`config.mk`:
```
export PLATFORM = sky130hd
export DESIGN_NAME = shift_sequencer
export DESIGN_NICKNAME = d
export VERILOG_FILES = /design/src/rtl/shift_sequencer.sv
export SDC_FILE = /design/constraint.sdc
export NUM_CORES = 1
export LEC_CHECK = 0
export BUFFER_PORTS_ARGS = -buffer_cell sky130_fd_sc_hd__buf_4
export CORE_MARGIN = 2
export CORE_UTILIZATION = 43
export DETAILED_ROUTE_END_ITERATION = 7
export PLACE_DENSITY = 0.7
export SYNTH_ARGS = -nofsm -noshare
export SYNTH_HDL_FRONTEND = slang
export SYNTH_SLANG_ARGS = --single-unit
```
`constraint.sdc`:
```
create_clock -name clk -period 1.4 [get_ports clk]
set_input_delay 0.14 -clock clk [delete_from_list [all_inputs] [get_ports clk]]
set_output_delay 0.14 -clock clk [all_outputs]
set_load 0.01 [all_outputs]
```
`src/rtl/shift_sequencer.sv`:
```
// ---------------------------------------------------------------------------
// shift_sequencer
//
// Multi-cycle controller for an external single-position shifter stage.
// An accepted request latches the operand, the opcode and the shift amount.
// The block then drives the shifter once per cycle. On each cycle the
// shifter's Y output becomes the next A input, until the requested amount
// has been shifted.
//
// Ports:
//   clk        rising-edge clock
//   rst_n      asynchronous active-low reset
//   start      request; sampled on a rising edge while not busy
//   op         {LA,LR}: 00/10 = SLL, 01 = SRL, 11 = SRA
//   a_in       operand
//   shamt      shift amount (0 .. 2^SHAMT_W-1)
//   busy       high while shifting
//   done       one-cycle completion pulse
//   result     final shifted word; held until the next accepted request
//   carry_out  last bit shifted out (0 when shamt = 0)
//   sh_a       shifter A input (working register)
//   sh_la      shifter LA input (latched op[1])
//   sh_lr      shifter LR input (latched op[0])
//   sh_y       shifter Y output (combinational from sh_a/sh_la/sh_lr)
//   sh_c       shifter C output (combinational from sh_a/sh_la/sh_lr)
// ---------------------------------------------------------------------------
module shift_sequencer #(
    parameter int WIDTH   = 8,
    parameter int SHAMT_W = 3
) (
    input  logic               clk,
    input  logic               rst_n,
    input  logic               start,
    input  logic [1:0]         op,
    input  logic [WIDTH-1:0]   a_in,
    input  logic [SHAMT_W-1:0] shamt,
    output logic               busy,
    output logic               done,
    output logic [WIDTH-1:0]   result,
    output logic               carry_out,
    output logic [WIDTH-1:0]   sh_a,
    output logic               sh_la,
    output logic               sh_lr,
    input  logic [WIDTH-1:0]   sh_y,
    input  logic               sh_c
);

    typedef enum logic [1:0] {
        ST_IDLE  = 2'b00,
        ST_SHIFT = 2'b01,
        ST_DONE  = 2'b10
    } state_t;

    localparam logic [SHAMT_W-1:0] COUNT_ZERO = '0;
    localparam logic [SHAMT_W-1:0] COUNT_ONE  = SHAMT_W'(1);

    state_t             state_r;
    state_t             next_state_s;
    logic               accept_s;
    logic               last_step_s;

    logic [WIDTH-1:0]   work_r;
    logic [SHAMT_W-1:0] count_r;
    logic [WIDTH-1:0]   result_r;
    logic               carry_r;
    logic               la_r;
    logic               lr_r;
    logic               busy_r;
    logic               done_r;

    // Request acceptance and last-step detection.
    always_comb begin
        accept_s    = 1'b0;
        last_step_s = 1'b0;
        if ((state_r == ST_IDLE) || (state_r == ST_DONE)) begin
            accept_s = start;
        end else begin
            accept_s = 1'b0;
        end
        // The count reaching one marks the final shifter pass, so the
        // decrement never wraps below zero.
        if ((state_r == ST_SHIFT) && (count_r == COUNT_ONE)) begin
            last_step_s = 1'b1;
        end else begin
            last_step_s = 1'b0;
        end
    end

    // Next-state decode.
    always_comb begin
        next_state_s = state_r;
        case (state_r)
            ST_IDLE, ST_DONE: begin
                // An accept in DONE chains straight into the next
                // operation without visiting IDLE.
                if (accept_s) begin
                    if (shamt == COUNT_ZERO) begin
                        next_state_s = ST_DONE;
                    end else begin
                        next_state_s = ST_SHIFT;
                    end
                end else begin
                    next_state_s = ST_IDLE;
                end
            end
            ST_SHIFT: begin
                if (last_step_s) begin
                    next_state_s = ST_DONE;
                end else begin
                    next_state_s = ST_SHIFT;
                end
            end
            default: begin
                next_state_s = ST_IDLE;
            end
        endcase
    end

    // State register with registered busy/done decoded from the next state.
    always_ff @(posedge clk or negedge rst_n) begin
        if (!rst_n) begin
            state_r <= ST_IDLE;
            busy_r  <= 1'b0;
            done_r  <= 1'b0;
        end else begin
            state_r <= next_state_s;
            busy_r  <= (next_state_s == ST_SHIFT);
            done_r  <= (next_state_s == ST_DONE);
        end
    end

    // Working register, opcode latch, step counter and result/carry.
    always_ff @(posedge clk or negedge rst_n) begin
        if (!rst_n) begin
            work_r   <= '0;
            count_r  <= '0;
            result_r <= '0;
            carry_r  <= 1'b0;
            la_r     <= 1'b0;
            lr_r     <= 1'b0;
        end else if (accept_s) begin
            work_r  <= a_in;
            count_r <= shamt;
            carry_r <= 1'b0;
            la_r    <= op[1];
            lr_r    <= op[0];
            // A zero-length shift completes immediately with the operand.
            if (shamt == COUNT_ZERO) begin
                result_r <= a_in;
            end else begin
                result_r <= result_r;
            end
        end else if (state_r == ST_SHIFT) begin
            work_r  <= sh_y;
            count_r <= count_r - COUNT_ONE;
            carry_r <= sh_c;
            la_r    <= la_r;
            lr_r    <= lr_r;
            if (last_step_s) begin
                result_r <= sh_y;
            end else begin
                result_r <= result_r;
            end
        end else begin
            work_r   <= work_r;
            count_r  <= count_r;
            result_r <= result_r;
            carry_r  <= carry_r;
            la_r     <= la_r;
            lr_r     <= lr_r;
        end
    end

    // Every output comes directly from a register.
    assign busy      = busy_r;
    assign done      = done_r;
    assign result    = result_r;
    assign carry_out = carry_r;
    assign sh_a      = work_r;
    assign sh_la     = la_r;
    assign sh_lr     = lr_r;

endmodule
```
Word-level counts from Yosys, hierarchy flattened
Index checks and enable logic that the tools add are counted.
- add/subtract/negate cells: 1
- eq/ne operators: 6
- mux-type cells: 16
- reductions and logical operators: 8
- operators with widths (kind ; count):
    $mux W8 ; 6
    $mux W2 ; 3
    $mux W3 ; 2
    $eq A2 B1 Y1 const B ; 2
    $eq A2 B2 Y1 const B ; 2
    $mux W1 ; 4
    $pmux W2 S2 ; 1
    $reduce_bool A2 Y1 ; 2
    $eq A3 B1 Y1 const B ; 1
    $logic_not A3 Y1 ; 1
    $reduce_and A3 Y1 ; 1
    $sub A3 B1 Y3 const B ; 1
    $logic_not A2 Y1 ; 1
    $ne A2 B1 Y1 const B ; 1
    $reduce_or A2 Y1 ; 1
    $logic_and A1 B1 Y1 ; 1
    $logic_or A1 B1 Y1 ; 1
- bits in registers: 26
- bits of input ports: 25
- output and inout bits: 21
- logic and storage cells: 40

Logic depth before layout (Yosys ltp)
Gate-level depths: netlist of the first run.
- depth after elaboration: 6
- gate-level depth with buffers: 6
- gate-level depth less buffers: 5

Worst setup path before layout of the first run
No wires, ideal clock.
- kind: flip-flop to flip-flop
- from: register count_r[0]
- to: register result_r[0] (netlist: result[0])
- library setup time: 0.125 ns
- arrival: 1.352 ns
- required time: 1.275 ns
- setup slack: -0.078 ns
- stages on the path, launching flop included: 6
- buffers on the path: 1
- clock period less this slack: 1.478 ns
- cells stage by stage: dfrtp_1 -> ha_1 -> nor2b_2 -> a22o_1 -> buf_6 -> mux2_4
- cells in the longest elaborated chain, start to end: 5
- RTL lines (what ; RTL line ; RTL):
    from (decl) ; 63 ; logic [SHAMT_W-1:0] count_r;
    from (signal assigned) ; 143 ; count_r <= shamt;
    from (signal assigned) ; 155 ; count_r <= count_r - COUNT_ONE;
    from (signal assigned) ; 166 ; count_r <= count_r;
    $eq A3 B1 Y1 ; 82 ; if ((state_r == ST_SHIFT) && (count_r == COUNT_ONE)) begin
    $logic_and A1 B1 Y1 ; 82 ;
    $mux W1 ; 82 ;
    $reduce_bool A2 Y1 (no source line) ; n/a ;
    $reduce_and A3 Y1 (no source line) ; n/a ;
    to (signal assigned) ; 149 ; result_r <= a_in;
    to (signal assigned) ; 151 ; result_r <= result_r;
    to (signal assigned) ; 160 ; result_r <= sh_y;
    to (decl) ; 64 ; logic [WIDTH-1:0] result_r;
No other way between the ends.
A chain may end at the register's enable or synchronous reset.

Worst setup path after layout of the first run
- from: register count_r[0]
- to: register result_r[3] (netlist: result[3])
Same word-level chain as after synthesis.

==> results of run 1 <==
## logic make-up (layout without fill, tap and decap cells)
kind of cell / Yosys count / in the layout / synth area share (%)
and+or+nand+nor: 39 / 39 / 14.6
DFF: 26 / 26 / 51.5
AOI/OAI and AO/OA: 17 / 17 / 9.80
muxes: 17 / 17 / 17.4
buffers and inverters: 9 / 71 / 4.75
adders and majority gates: 2 / 2 / 1.98
## power by group through the flow
| stage | combinational, mW | clock [mW] | sequential [mW] |
|---|---|---|---|
| 3_5_place_dp | 2.17 | 0 | 1.39 |
| 4_1_cts | 2.33 | 0.529 | 1.38 |
| 3_3_place_gp | 2.12 | 0 | 1.37 |
| 2_1_floorplan | 1.11 | 0 | 1.49 |
| 5_1_grt | 2.63 | 0.561 | 1.44 |
| 6_report | 2.42 | 0.514 | 1.39 |
## placed cells by master (no fill, tap or decap)
| cell type | instances |
|---|---|
| a22o_2 | 1 |
| a22o_4 | 1 |
| dfrtp_1 | 26 |
| nor2b_4 | 3 |
| buf_16 | 1 |
| inv_1 | 1 |
| buf_4 | 60 |
| bufinv_16 | 1 |
| nand2_1 | 22 |
| a221o_2 | 2 |
| dlygate4sd3_1 | 2 |
| nor3_1 | 1 |
| clkbuf_4 | 3 |
| inv_2 | 1 |
| buf_12 | 1 |
| nand2b_4 | 1 |
| a22o_1 | 1 |
| a21oi_1 | 1 |
| mux2_2 | 8 |
| nor2_1 | 10 |
| mux2_4 | 8 |
| a31oi_1 | 8 |
| nand2b_1 | 1 |
| mux2i_1 | 1 |
| buf_8 | 1 |
| ha_4 | 2 |
| o22ai_1 | 3 |
| nor3b_1 | 1 |
## area by class of cell
type | instances | area (µm²) | area share [%]
flip-flops and latches | 26 | 651 | 34.6
multi-input cells | 75 | 597 | 31.8
repair buffers | 65 | 533 | 28.4
well taps | 31 | 38.8 | 2.06
clock inverters | 1 | 30.0 | 1.60
clock buffers | 3 | 22.5 | 1.20
inverters | 2 | 7.51 | 0.399
## per-layer routing
metal,up-vias,global-route usage [%],wire (µm)
li1,510,-,-
met1,561,25.6,1340
met2,30,32.3,1550
met3,2,3.35,141
met4,0,3.65,8
met5,-,0,0
## worst min path at each step
stage	slack (ns)	startpoint	depth (start not counted)	end
2_1_floorplan	-0.16	rst_n	0	busy$_DFF_PN0_
3_3_place_gp	0.07	rst_n	1	done$_DFF_PN0_
3_5_place_dp	0.07	rst_n	1	done$_DFF_PN0_
4_1_cts	0.002	op[1]	3	sh_la$_DFFE_PN0N_
5_1_grt	0.0003	op[1]	3	sh_la$_DFFE_PN0N_
6_report	0.01	op[1]	3	sh_la$_DFFE_PN0N_
## sequential cells by signal, summed over array words and instances (netlist names)
signal	flops
result	8
sh_a	8
count_r	3
state_r	2
busy	1
carry_out	1
done	1
sh_la	1
sh_lr	1
## critical path, delay by kind of cell (launching register included)
kind,cells,cell delay [ns]
adders and majority gates,1,0.17
and+or+nand+nor,1,0.12
DFF,1,0.44
AOI/OAI and AO/OA,1,0.27
muxes,1,0.29
buffers and inverters,1,0.14
## per-stage QoR
step	total power [mW]	hold slack (ns)	TNS [ns]
finish	4.33	0.0100	-0.939
global route	4.63	0.000259	-1.27
CTS	4.24	0.00166	-0.839
detailed placement	3.56	0.0684	-0.810
global placement	3.49	0.0678	-0.512
floorplan	2.60	-0.156	-0.231
## repair_timing
item / in CTS / in global routing
cloned: 1 / 0
setup endpoints to repair: 8 / 12
resized for setup: 7 / 3
pin swaps: 0 / 0
hold buffers: 2 / 0
setup buffers: 2 / 1
hold endpoints to repair: 27 / 0
==> metrics, run 1 <==
post-synthesis register bit count=26; Post-synth EDFFs=0; Final Non-Filler Cells=203; top cells by count, synth=dfrtp_1 (26), nand2_1 (22), nor2_1 (10); TritonCTS clock tree=yes; total CTS buffers=3; fin util=67.6%; Area Growth Syn to Fin=48.7%; GRT Overall Usage=19.0%; syn_area_per_cell=11.5 µm²; Crit-path slowest cell=dfrtp_1; Power per Cell Area=2310 nW/µm²; Setup Skew=0.00486 ns; Clock Pin Slew Worst Setup and Hold Paths=0.14 ns; routed wire length=3040 µm; crit-path cells=ha_4 > nor2b_4 > a22o_4 > buf_12 > mux2_4; HP Class=primary input to flip-flop; Max-slew headroom=75.2%; core area=2780 µm²; Diodes inserted=0; outcome=finished, violations left; Routability Congestion=0.815; RSZ-0062 raised after global routing=yes; final setup fails=8; slew at the pin closest to its max-slew limit=0.370 ns; fill cell count=201; Die H=58.2 µm; DRC Markers=0; Mapped Cells=110; share of the synthesized area in the top cell type=51.5%; ranking of synthesized cells by area=dfrtp_1 (51%), mux2_4 (9.5%), mux2_2 (7.1%); Critical Path Fanout Max=5; reg2reg start=count_r[0]$_DFFE_PN0P_; switching share of power=34.8%; clock network fraction of total power=11.9%; DIE WIDTH=58.2 µm; worst endpoint required time=1.62 ns; Hold Vio Cnt, Final=0; clk_lat worst skew=0.32 ns; NetSw=1.51 mW; layout cells sized above 1=54.7%; vias in the first global route=1115; Place WS=-0.108 ns; Clock Root Buffer=clkbuf_4; sequential share of power=32.2%; CTS Buffer Depth=2; initial antenna violation count=0; H-tree levels=1; Critical Path End=result[3]$_DFFE_PN0P_; Internal Power=2.82 mW; # IOs=46; WS Path Type=flip-flop to flip-flop; DP Cell Count=193; Initial Util=45.4%; path depth of the worst reg2reg path=5; Detailed Route Iter0 Violations=33; Seq/Total Area, Yosys=51.5%; Period minus WS final=1.52 ns; Max Freq=0.656 GHz; global-route wire length before repair=4970 µm; Die Area=3390 µm²; Nets=200; count leader, synth=dfrtp_1; Critical Path Start=count_r[0]$_DFFE_PN0P_; combinational fraction of design power=56.0%; post-detail-place hpwl=2150 µm; Lkg Pwr=0.933 nW; register-to-register path setup slack=-0.12 ns; FFs w/ async S/R, synth=100%; Clock Sinks=26; Critical Path End Type=flip-flop; type of origin of the critical path=flip-flop; syn_nets=137; Port Buffer Count=45; synth warn=0; vias=1103; Worst Path Arrival=1.74 ns; placed cell area=1710 µm²; Setup WS post-layout=-0.123 ns; Max-Cap Viols=0; fin crit share=109%; ANT nets after route=0; wire per inst=15.0 µm; Synth area leader=dfrtp_1; Synth Cell Area=1260 µm²; final number of max-transition violations=0; Yosys cell types=23; maximum VDD drop=1410 µV; row cnt=19; largest net degree at the start of global routing=27; grt ovf=0; Detailed Routing Iterations Pass 1=5; failing checks=setup timing; main flop type after synthesis=dfrtp_1; vias per std cell=5.43; terminus of the critical flop-to-flop path=result[3]$_DFFE_PN0P_; CP max stage delay=0.44 ns; final instance area=1880 µm²
No activity file was read; power rests on OpenSTA's default activity.
==> run 2: changes to the inputs <==
Settings changed: PLACE_DENSITY 0.7 to unset, PLACE_DENSITY_LB_ADDON set to 0.08.
==> metrics, run 2 (synthesis results as in run 1) <==
H-tree levels=1 (unchanged); Setup WS post-layout=-0.104 ns (was -0.123 ns); post-detail-place hpwl=1970 µm (was 2150 µm); Setup Skew=0.0132 ns (was 0.00486 ns); most frequent cells in the layout=buf_4 (58), dfrtp_1 (26), nand2_1 (22), nor2_1 (10) (was buf_4 (60), dfrtp_1 (26), nand2_1 (22), nor2_1 (10)); wire per inst=13.7 µm (was 15.0 µm); register-to-register path setup slack=-0.10 ns (was -0.12 ns); Port Buffer Count=45 (unchanged); RSZ-0062 raised after global routing=yes (unchanged); largest net degree at the start of global routing=27 (unchanged); Routability Congestion=0.755 (was 0.815); outcome=finished, violations left (unchanged); worst endpoint required time=1.63 ns (was 1.62 ns); Place WS=-0.0960 ns (was -0.108 ns); slew at the pin closest to its max-slew limit=0.372 ns (was 0.370 ns); layout cells sized above 1=53.5% (was 54.7%); register area=651 µm² (unchanged); global-route wire length before repair=4570 µm (was 4970 µm); ANT nets after route=0 (unchanged); Critical Path End Type=flip-flop (unchanged); Power per Cell Area=2260 nW/µm² (was 2310 nW/µm²); area of the multi-input gates=582 µm² (was 597 µm²); Diodes inserted=0 (unchanged); Clock Sinks=26 (unchanged); clk_lat worst skew=0.33 ns (was 0.32 ns); WS Path Type=flip-flop to flip-flop (unchanged); vias=1034 (was 1103); core area=2780 µm² (unchanged); HP Class=primary input to flip-flop (unchanged); Nets=198 (was 200); vias in the first global route=976 (was 1115); Die H=58.2 µm (unchanged); Initial Util=45.4% (unchanged); final setup fails=8 (unchanged); row cnt=19 (unchanged); Detailed Routing Iterations Pass 1=4 (was 5); Die Area=3390 µm² (unchanged); GRT Overall Usage=17.7% (was 19.0%); Detailed Route Iter0 Violations=30 (was 33); vias per std cell=5.14 (was 5.43); fill cell count=206 (was 201); TritonCTS clock tree=yes (unchanged); Hold Vio Cnt, Final=0 (unchanged); failing checks=setup timing (unchanged); DIE WIDTH=58.2 µm (unchanged); # IOs=46 (unchanged); Area Growth Syn to Fin=45.9% (was 48.7%); CTS Buffer Depth=2 (unchanged); fin util=66.3% (was 67.6%); commonest non-fill, non-tap cell in the layout=buf_4 (unchanged); initial antenna violation count=0 (unchanged); Clock Root Buffer=clkbuf_4 (unchanged); Lkg Pwr=0.915 nW (was 0.933 nW); routed wire length=2760 µm (was 3040 µm); Worst Path Arrival=1.74 ns (about the same); type of origin of the critical path=flip-flop (unchanged); Critical Path Fanout Max=5 (unchanged); fin crit share=107% (was 109%); Period minus WS final=1.50 ns (was 1.52 ns); maximum VDD drop=1280 µV (was 1410 µV); Max-slew headroom=75.0% (was 75.2%); DRC Markers=0 (unchanged); setup TNS=-0.781 ns (was -0.939 ns); grt ovf=0 (unchanged); Clock Pin Slew Worst Setup and Hold Paths=0.15 ns (was 0.14 ns); final number of max-transition violations=0 (unchanged); Max-Cap Viols=0 (unchanged); Max Freq=0.665 GHz (was 0.656 GHz); total CTS buffers=3 (unchanged)
-- run 2: per-stage QoR --
step / std cells / hold slack (ns) / power, mW / cell area [µm²]
floorplan: 110 / -0.156 / 2.60 / 1270
global placement: 192 / 0.0666 / 3.49 / 1700
detailed placement: 192 / 0.0731 / 3.54 / 1700
CTS: 200 / 0.0436 / 4.16 / 1820
global route: 201 / 0.0318 / 4.47 / 1840
finish: 201 / 0.0515 / 4.17 / 1840
-- run 2: critical path, stage by stage (launching register included) --
cell and delay, ns:
dfrtp_1 0.43, ha_4 0.16, nor2b_4 0.12, a22o_4 0.27, buf_12 0.14, mux2_4 0.29
-- run 2: metal layers --
layer | GRT usage (%) | vias to the layer above | wire length [µm]
li1 | - | 502 | -
met1 | 25.9 | 497 | 1280
met2 | 27.4 | 33 | 1310
met3 | 2.68 | 2 | 152
met4 | 4.98 | 0 | 19
met5 | 0 | - | 0
-- run 2: area by class of cell --
type                    instances  share of cell area [%]
repair buffers                 63                    27.8
clock buffers                   3                    1.22
multi-input cells              75                    31.5
well taps                      31                    2.10
inverters                       2                   0.407
flip-flops and latches         26                    35.3
clock inverters                 1                    1.63
-- run 2: worst paths after layout --
| kind | end | startpoint | depth (start not counted) |
|---|---|---|---|
| max in group asynchronous | state_r[1]$_DFF_PN0_ | rst_n | 2 |
| min in group asynchronous | result[0]$_DFFE_PN0P_ | rst_n | 2 |
| worst min-delay path | carry_out$_DFFE_PN0P_ | sh_c | 2 |
| worst min register to register | sh_la$_DFFE_PN0N_ | sh_la$_DFFE_PN0N_ | 2 |
| worst max-delay path | result[5]$_DFFE_PN0P_ | count_r[0]$_DFFE_PN0P_ | 5 |
| worst max register to register | result[5]$_DFFE_PN0P_ | count_r[0]$_DFFE_PN0P_ | 5 |
-- run 2: power by group --
group          leakage [nW]  switching (mW)  total [mW]  internal, mW
registers             0.311           0.224        1.35          1.13
logic                 0.577           0.976        2.29          1.32
clock network        0.0279           0.231       0.520         0.290
total                 0.915            1.43        4.17          2.74
-- run 2: what timing repair did --
item,CTS,global route
endpoints found under the setup margin,8,10
hold endpoints to repair,28,0
cloned,1,0
gates resized for setup,5,2
hold buffers,3,0
buffers inserted,0,1
